<file path="config.mk">
export PLATFORM = sky130hd
export DESIGN_NAME = decode_pipe_stage
export DESIGN_NICKNAME = d
export VERILOG_FILES = /design/src/rtl/decode_pipe_stage.sv
export SDC_FILE = /design/constraint.sdc
export NUM_CORES = 1
export LEC_CHECK = 0
export ABC_CLOCK_PERIOD_IN_PS = 1900
export BUFFER_PORTS_ARGS = -buffer_cell sky130_fd_sc_hd__buf_2
export CORE_MARGIN = 4
export CORE_UTILIZATION = 46
export DETAILED_ROUTE_END_ITERATION = 16
export GPL_TIMING_DRIVEN = 0
export PLACE_DENSITY = 0.82
export SLEW_MARGIN = 40
export SYNTH_ARGS = -nofsm -noshare
export SYNTH_HDL_FRONTEND = slang
export SYNTH_SLANG_ARGS = --single-unit
</file>
<file path="constraint.sdc">
create_clock -name clk -period 1.9 [get_ports clk]
set_input_delay 0 -clock clk [delete_from_list [all_inputs] [get_ports clk]]
set_output_delay 0 -clock clk [all_outputs]
set_load 0.05 [all_outputs]
</file>
<file path="src/rtl/decode_pipe_stage.sv">
// decode_pipe_stage: fetch-to-decode pipeline register with valid/ready, flush, opcode slice and stall counter.
// Define DECODE_SKID_EN for a two-entry skid buffer with a registered in_ready.
module decode_pipe_stage #(
  parameter int PC_W        = 7,
  parameter int INSTR_W     = 32,
  parameter int OPC_LSB     = 21,
  parameter int OPC_W       = 7,
  parameter int STALL_CNT_W = 16
) (
  input  logic                   clk,
  input  logic                   rst_n,
  input  logic                   in_valid,
  output logic                   in_ready,
  input  logic [PC_W-1:0]        pc_in,
  input  logic [INSTR_W-1:0]     instr_in,
  input  logic                   flush,
  output logic                   out_valid,
  input  logic                   out_ready,
  output logic [PC_W-1:0]        pc_out,
  output logic [INSTR_W-1:0]     instr_out,
  output logic [OPC_W-1:0]       opcode_out,
  output logic [STALL_CNT_W-1:0] stall_cnt
);
  localparam logic [STALL_CNT_W-1:0] CNT_ONE = 1;
  logic m_valid;
  logic accept;
  logic consume;
  assign accept     = in_valid && in_ready;
  assign consume    = m_valid && out_ready;
  assign out_valid  = m_valid;
  assign opcode_out = instr_out[OPC_LSB +: OPC_W];
`ifdef DECODE_SKID_EN
  logic               s_valid;
  logic [PC_W-1:0]    s_pc;
  logic [INSTR_W-1:0] s_instr;
  // S only fills while M is stalled, so !s_valid is a safe registered ready
  assign in_ready = !s_valid;
  always_ff @(posedge clk or negedge rst_n) begin
    if (!rst_n) begin
      m_valid   <= 1'b0;
      s_valid   <= 1'b0;
      pc_out    <= '0;
      instr_out <= '0;
      s_pc      <= '0;
      s_instr   <= '0;
    end else if (flush) begin
      m_valid <= 1'b0;
      s_valid <= 1'b0;
    end else if (!m_valid || consume) begin
      m_valid <= s_valid || accept;
      s_valid <= s_valid && accept;
      if (s_valid) begin
        pc_out    <= s_pc;
        instr_out <= s_instr;
      end else if (accept) begin
        pc_out    <= pc_in;
        instr_out <= instr_in;
      end
      if (s_valid && accept) begin
        s_pc    <= pc_in;
        s_instr <= instr_in;
      end
    end else if (accept) begin
      s_valid <= 1'b1;
      s_pc    <= pc_in;
      s_instr <= instr_in;
    end
  end
`else
  assign in_ready = out_ready || !m_valid;
  always_ff @(posedge clk or negedge rst_n) begin
    if (!rst_n) begin
      m_valid   <= 1'b0;
      pc_out    <= '0;
      instr_out <= '0;
    end else if (flush) begin
      m_valid <= 1'b0;
    end else begin
      m_valid <= accept || (m_valid && !consume);
      if (accept) begin
        pc_out    <= pc_in;
        instr_out <= instr_in;
      end
    end
  end
`endif
  always_ff @(posedge clk or negedge rst_n) begin
    if (!rst_n)
      stall_cnt <= '0;
    else if (m_valid && !out_ready && stall_cnt != '1)
      stall_cnt <= stall_cnt + CNT_ONE;
  end
endmodule

</file>
==> results by group, run 1 <==
Synth
  • Synthesized flop and latch total: 56
  • Post-synth top area cell: dfrtp_1
  • Cells after synthesis: 166
  • Ys flop type: dfrtp_1
  • Post-synth top area share: 0.599
  • Syn Nets: 211
  • Post-synth ARST share: 1.00
  • Top post-synthesis cells by count: dfrtp_1, mux2_2, buf_4, nor2_1, xor2_1
  • EDFF count, synth: 0
  • Synth area leaders: dfrtp_1, mux2_2, xor2_1
  • Register area share after synthesis: 0.599
  • Unique masters post-synth: 29
  • Post-Syn Area: 2340 um2
  • Most common cell in the netlist: dfrtp_1
  • Avg Inst Size Synth: 14.1 um2
  • Synth warn: 0

Die
  • Die ar.: 6290 um2
  • Core Box Area: 4820 um2
  • Initial Utilization: 0.485
  • Num ports: 108
  • Die W: 79.3 um
  • Die height: 79.3 um
  • Row count: 25

Worst setup path
  • Crit path launch: stall_cnt[0]
  • Critical Path Source Type: flip-flop
  • Reg-to-Reg Start: stall_cnt[0]
  • CP required: 2090 ps
  • Reg2reg path depth: 5
  • Crit Path Class: flip-flop to flip-flop
  • R2r endpoint: stall_cnt[12]
  • Reg2Reg Setup Slack: 60 ps
  • Crit-path max cell delay: 410 ps
  • Worst EP arrival: 2030 ps
  • Slowest-stage cell, CP: dfrtp_2
  • Worst setup path endpoint: stall_cnt[12]
  • Endpoint type of the worst setup path: flip-flop
  • CP max FO: 4
  • CP cell instances: ha_1 > nand3_1 > or2_2 > nor3_2 > mux2_2

Clock tree
  • Deepest clock path buffer count: 2
  • Clk root buf: clkbuf_8
  • CTS Buf Count: 5
  • CTS tree: yes
  • H-tree levels: 2
  • Skew-Pair Late Insertion Delay: 300 ps
  • Clock slew at reported path FFs: 90 ps
  • Setup bufs post-CTS: 0
  • # clock sinks: 56

Finish
  • Final Net Count: 366
  • Finished Layout Cells: 389
  • N_diodes: 0
  • Synth-to-Final Area Change: 50.0%
  • Share of cells above drive strength 1: 0.578

Global routing
  • Initial antenna violation count: 0
  • Total grt overflow: 0
  • Vias in the first global route: 1973
  • Total global-route track usage: 0.201
  • First-pass GRT wire length: 9780 um
  • Largest net degree at the start of global routing: 57

Power
  • Pleak: 0.00170 uW
  • Power Total: 3730 uW
  • Pwr/cell area: 1060 nW/um2
  • Maximum VDD drop: 1.23 mV

STA
  • Tmin final: 1840 ps
  • Slew HR: 0.544
  • Final period util: 0.967
  • RSZ-0062 raised after global routing: true
  • Slew Viols, Final: 0
  • Setup violation total in the final timing report: 0
  • Final hold violation count: 0
  • Clock Skews: 2.84 ps
  • Worst slew pin tran: 684 ps
  • Setup tns final: 0 ps
  • FMAX: 544 MHz

Outcome
  • Status: complete, no violations

Route
  • Number of remaining DRC errors: 0
  • ANT nets after route: 0
  • Routed vias: 1892
  • Drt pass-1 iters: 4
  • Vias per cell: 4.86
  • Routed len/inst: 15.4 um
  • Total Wirelength: 6010 um
  • Number of DRC markers in iteration 0: 55

Worst hold path
  • Worst hold path stage count: 4
  • Hold WC Path Type: input port to flip-flop

Place
  • Placed cells: 340
  • Buffers on Ports: 107
  • Gpl congestion: 0.725
  • Hpwl dp: 3710 um

Job
  • Max-cap violations: 0
[power breakdown]
part | total (uW) | switching, uW | leakage, uW | internal [uW]
Clock | 613 | 353 | 0.0000422 | 260
Combinational | 1550 | 1100 | 0.000991 | 458
Sequential | 1560 | 161 | 0.000663 | 1400
Total | 3730 | 1610 | 0.00170 | 2120
[how the worst min path moves through the flow]
stage,start,end
finish,out_ready,stall_cnt[0]
global route,out_ready,stall_cnt[0]
CTS,out_ready,stall_cnt[0]
detailed placement,rst_n,stall_cnt[11]
global placement,flush,out_valid
floorplan,rst_n,instr_out[0]
[cell families (layout without fill, tap and decap cells)]
group	Yosys count	in the layout	synth area share
xor gates and xnor gates	13	13	0.0487
muxes	41	41	0.197
adders and majority gates	1	1	0.00535
AOI/OAI and AO/OA	6	6	0.0257
buffers and inverters	17	173	0.0396
and+or+nand+nor	32	32	0.0840
DFF	56	56	0.599
[metal layers]
metal | GRT usage | share of wire | wire, um
met1 | 0.225 | 0.38 | 2290
met5 | 0 | 0 | 0
met2 | 0.375 | 0.53 | 3210
met3 | 0.0488 | 0.072 | 430
met4 | 0.0619 | 0.012 | 70
[sequential cells by signal (all words and copies together), names as in the netlist]
name	cells
out_valid	1
instr_out	32
stall_cnt	16
pc_out	7
[critical path: cells and delay by family (launching register included)]
kind / cells / cell delay, ps
AND/OR/NAND/NOR: 3 / 760
flip-flops: 1 / 410
multiplexers: 1 / 360
adder cells (fa/ha/maj): 1 / 200
[layout by cell type, fill, tap and decap left out, drive strengths merged]
cell type,n
nor3,5
xor2,7
clkinv,1
mux2,41
inv,6
o2111ai,1
ha,1
and4bb,1
o21ai,2
xnor2,6
or4,1
nor3b,2
buf,115
o41ai,1
dlygate4sd3,42
o311ai,2
nand4,4
or2,1
dfrtp,56
nor2,7
clkbuf,9
nand2,4
nand3,3
and3,1
nor2b,1
nor4,2
[per-stage QoR]
| step | worst slack (ps) | utilization | hold WS (ps) | instance area (um2) |
|---|---|---|---|---|
| floorplan | -8.26 | - | -296 | 2360 |
| global placement | -160 | 0.618 | 164 | 2980 |
| detailed placement | -138 | 0.618 | 93.5 | 2980 |
| CTS | 29.8 | 0.724 | 63.9 | 3490 |
| global route | -45.6 | 0.728 | 50.0 | 3510 |
| finish | 62.1 | 0.728 | 45.4 | 3510 |
[cell type report]
class	instances	area, um2
flip-flops and latches	56	1420
fillers	372	1310
repair buffers	149	958
multi-input cells	93	872
well taps	67	83.8
clock buffers	7	76.3
plain buffers	10	70.1
inverters	6	27.5
clock inverters	1	5.00
[repair_timing]
action	4_1_cts	5_1_grt
hold buffers	42	0
setup endpoints to repair	30	33
hold endpoints to repair	96	0
resized for setup	2	7
(Power assumes the default switching activity.)
==> inputs of run 2 (changes only) <==
ABC_AREA = 1   (was default)
CORE_UTILIZATION = 48   (was 46)
PLACE_DENSITY = 0.83   (was 0.82)
SETUP_SLACK_MARGIN = 0.02   (was default)
==> results by group, run 2 <==
Clock tree
  • Deepest clock path buffer count: 2 (unchanged)
  • CTS Buf Count: 5 (unchanged)
  • PostCTS Resize Cnt: 0 (-2)
  • Clk root buf: clkbuf_8
  • H-tree levels: 2 (unchanged)
  • Setup bufs post-CTS: 0 (unchanged)
  • CTS tree: yes
  • CTS Hold Bufs: 42 (unchanged)
  • Clock slew at reported path FFs: 100 ps (about the same)
  • Skew-Pair Late Insertion Delay: 300 ps (about the same)
  • # clock sinks: 56 (unchanged)

Route
  • Number of remaining DRC errors: 0 (unchanged)
  • ANT nets after route: 0 (unchanged)
  • Routed len/inst: 14.2 um (-8.0%)
  • Total Wirelength: 6580 um (+9.5%)
  • Vias per cell: 4.73 (-2.7%)
  • Drt pass-1 iters: 4 (unchanged)
  • Routed vias: 2192 (+16%)
  • Number of DRC markers in iteration 0: 57 (+3.6%)

Power
  • Logic pwr share: 0.403 (-0.014)
  • Sw power: 1680 uW (+4.4%)
  • Internal power: 2400 uW (+13%)
  • Net Sw Frac: 0.412 (-0.0202)
  • Maximum VDD drop: 0.825 mV (-33%)
  • Pwr/cell area: 1090 nW/um2 (+2.3%)
  • Sequential power share: 0.383 (-0.036)
  • Power Total: 4090 uW (+9.5%)
  • Clock Power Share: 0.214 (+0.050)
  • Pleak: 0.00190 uW (+12%)

Place
  • Gpl congestion: 0.806 (+11%)
  • Buffers on Ports: 107 (unchanged)
  • Hpwl dp: 4170 um (+12%)

Worst setup path
  • R2r endpoint: stall_cnt[0]
  • Critical Path Source Type: flip-flop
  • Reg2reg path depth: 9 (+4)
  • Critical path buffers and inverters: 1 (+1)
  • Slowest-stage cell, CP: dfrtp_1
  • Endpoint type of the worst setup path: flip-flop
  • CP cell instances: ha_1 > nand2_1 > nor2_1 > nand2_1 > nor2_2 > nor2_4 > inv_1 > nand2_1 > nand2_1
  • CP max FO: 10 (+6)
  • CP required: 2090 ps (about the same)
  • Worst EP arrival: 1830 ps (-200 ps)
  • Crit-path max cell delay: 460 ps (+50 ps)
  • Crit Path Class: flip-flop to flip-flop
  • Crit path depth: 9 (+4)
  • Top delay family on crit path: simple AND/OR/NAND/NOR gates
  • Reg2Reg Setup Slack: 270 ps (+200 ps)
  • Most common cell on crit path: nand2_1
  • Reg-to-Reg Start: stall_cnt[0]

Finish
  • Most flop-heavy register: instr_out
  • Final Net Count: 438 (+20%)
  • Max FFs per register: 32 (unchanged)
  • FF+latch area: 1400 um2 (-0.97%)
  • Commonest non-fill, non-tap cell in the layout: buf_2
  • N_diodes: 0 (unchanged)
  • Top flop regs: instr_out (32), stall_cnt (16), pc_out (7)
  • Share of cells above drive strength 1: 0.430 (-0.148)
  • Multi-input gate area: 995 um2 (+14%)
  • Final core occ: 0.726 (-0.00190)
  • Most frequent cells in the layout: buf_2, nand2_1, dfrtp_1, dlygate4sd3_1, mux2_2
  • FILL cells: 358 (-3.8%)
  • Synth-to-Final Area Change: 45.5%

Global routing
  • First-pass GRT wire length: 10200 um (+4.8%)
  • Total grt overflow: 0 (unchanged)
  • Largest net degree at the start of global routing: 57 (unchanged)
  • Vias in the first global route: 2148 (+8.9%)
  • Total global-route track usage: 0.202 (+0.000239)
  • Initial antenna violation count: 0 (unchanged)

Die
  • Initial Utilization: 0.499 (+0.0138)
  • Die ar.: 6620 um2 (+5.2%)
  • Num ports: 108 (unchanged)
  • Die height: 81.4 um (+2.6%)
  • Row count: 26 (+4.0%)
  • Core Box Area: 5170 um2 (+7.4%)
  • Die W: 81.4 um (+2.6%)

Worst hold path
  • Min-Delay Startpoint: out_ready
  • Hold WC Path Type: input port to flip-flop
  • Hold EP: stall_cnt[11]
  • Worst hold path stage count: 6 (+2)

Synth
  • Top post-synthesis cells by count: nand2_1, dfrtp_1, mux2_2
  • Largest family of logic cells by synthesized area: multiplexers
  • Avg Inst Size Synth: 10.9 um2 (-23%)
  • Cells after synthesis: 237 (+43%)
  • Post-Syn Area: 2580 um2 (+10%)
  • Synth warn: 0 (unchanged)
  • Simple-gate area share of the yosys netlist: 0.156 (+0.0720)
  • Syn Nets: 282 (+34%)
  • Ys flop type: dfrtp_1
  • Synth area leaders: dfrtp_1, mux2_2, nand2_1
  • Area share of fa/ha/maj cells after synthesis: 0.00484 (-0.000505)
  • EDFF count, synth: 0 (unchanged)
  • Post-synth top area cell: dfrtp_1
  • Post-synth ARST share: 1.00 (unchanged)
  • Synthesized flop and latch total: 56 (unchanged)
  • Compound-cell area share of the yosys netlist: 0.0194 (-0.00630)
  • Post-synth top area share: 0.543 (-0.0566)
  • XOR/XNOR share of the synthesized area: 0.0203 (-0.0283)
  • Most common cell in the netlist: nand2_1
  • Register area share after synthesis: 0.543 (-0.0566)
  • Post-synthesis mux area share: 0.185 (-0.0128)
  • Unique masters post-synth: 20 (-31%)

STA
  • Clock Skews: 7.62 ps (+4.78 ps)
  • WHS: 257 ps (+212 ps)
  • Worst slew pin tran: 692 ps (+7.59 ps)
  • Final hold violation count: 0 (unchanged)
  • Setup tns final: 0 ps (unchanged)
  • Setup violation total in the final timing report: 0 (unchanged)
  • RSZ-0062 raised after global routing: false
  • Slew Viols, Final: 0 (unchanged)
  • Tmin final: 1630 ps (-203 ps)
  • Final period util: 0.860 (-0.107)
  • Slew HR: 0.539 (-0.00506)
  • FMAX: 612 MHz (+12%)

Job
  • Max-cap violations: 0 (unchanged)

Outcome
  • Status: complete, no violations
[run 2: cell types whose count changed after synthesis, sizes merged, moves of 2 or more]
cell | before | now
xor2 | 7 | 4
nand3 | 3 | 7
nor3 | 5 | 0
nor4 | 2 | 0
mux2 | 41 | 39
nor2 | 7 | 20
buf | 9 | 13
o311ai | 2 | 0
inv | 6 | 15
nor3b | 2 | 0
xnor2 | 6 | 2
nand2 | 4 | 65
clkbuf | 2 | 0
o21ai | 2 | 9
[run 2: logic make-up after synthesis]
group,after synthesis
fa+ha+maj,1
buf+inv,28
compound gates,10
flops,56
xor+xnor,6
mux,39
simple gates,97
[run 2: worst register-to-register path, delay by kind of cell (launching register included)]
family / cells / cell delay (ps)
buffers and inverters: 1 / 190
and+or+nand+nor: 7 / 620
DFF: 1 / 460
adders and majority gates: 1 / 270
[run 2: worst max-delay path by stage]
| stage | start | slack (ps) | end |
|---|---|---|---|
| finish | stall_cnt[0] | 270 | stall_cnt[0] |
| global route | stall_cnt[0] | 120 | stall_cnt[6] |
| CTS | stall_cnt[0] | 250 | stall_cnt[0] |
| detailed placement | stall_cnt[0] | 260 | stall_cnt[4] |
| global placement | stall_cnt[0] | 270 | stall_cnt[15] |
| floorplan | out_valid | 100 | instr_out[10] |
[run 2: per-stage QoR]
stage | std cells | cell area (um2) | worst slack, ps
final | 463 | 3760 | 265
after detailed placement | 414 | 3210 | 264
after global routing | 463 | 3760 | 119
after CTS | 463 | 3760 | 249
after floorplan | 237 | 2580 | 99.0
after global placement | 414 | 3210 | 274
[run 2: layer usage]
| layer | up-vias | wire [um] | track usage | share of wire |
|---|---|---|---|---|
| li1 | 1068 | - | - | - |
| met1 | 1026 | 2690 | 0.243 | 0.41 |
| met2 | 88 | 3300 | 0.355 | 0.50 |
| met3 | 10 | 475 | 0.0521 | 0.072 |
| met4 | 0 | 106 | 0.0541 | 0.016 |
| met5 | - | 0 | 0 | 0 |
[run 2: power groups by stage]
stage                     sequential (uW)  combinational (uW)  clock [uW]
after floorplan                      2290                 463           0
after global placement               1560                1550           0
after detailed placement             1580                1570           0
after CTS                            1550                1640         905
after global routing                 1600                1730         960
final                                1570                1650         876
[run 2: layout make-up]
type / instances / share of cell area
Tap cell: 70 / 0.0233
Multi-Input combinational cell: 153 / 0.265
Sequential cell: 56 / 0.373
Clock inverter: 2 / 0.0160
Inverter: 15 / 0.0150
Timing Repair Buffer: 149 / 0.255
Clock buffer: 5 / 0.0183
Buffer: 13 / 0.0346
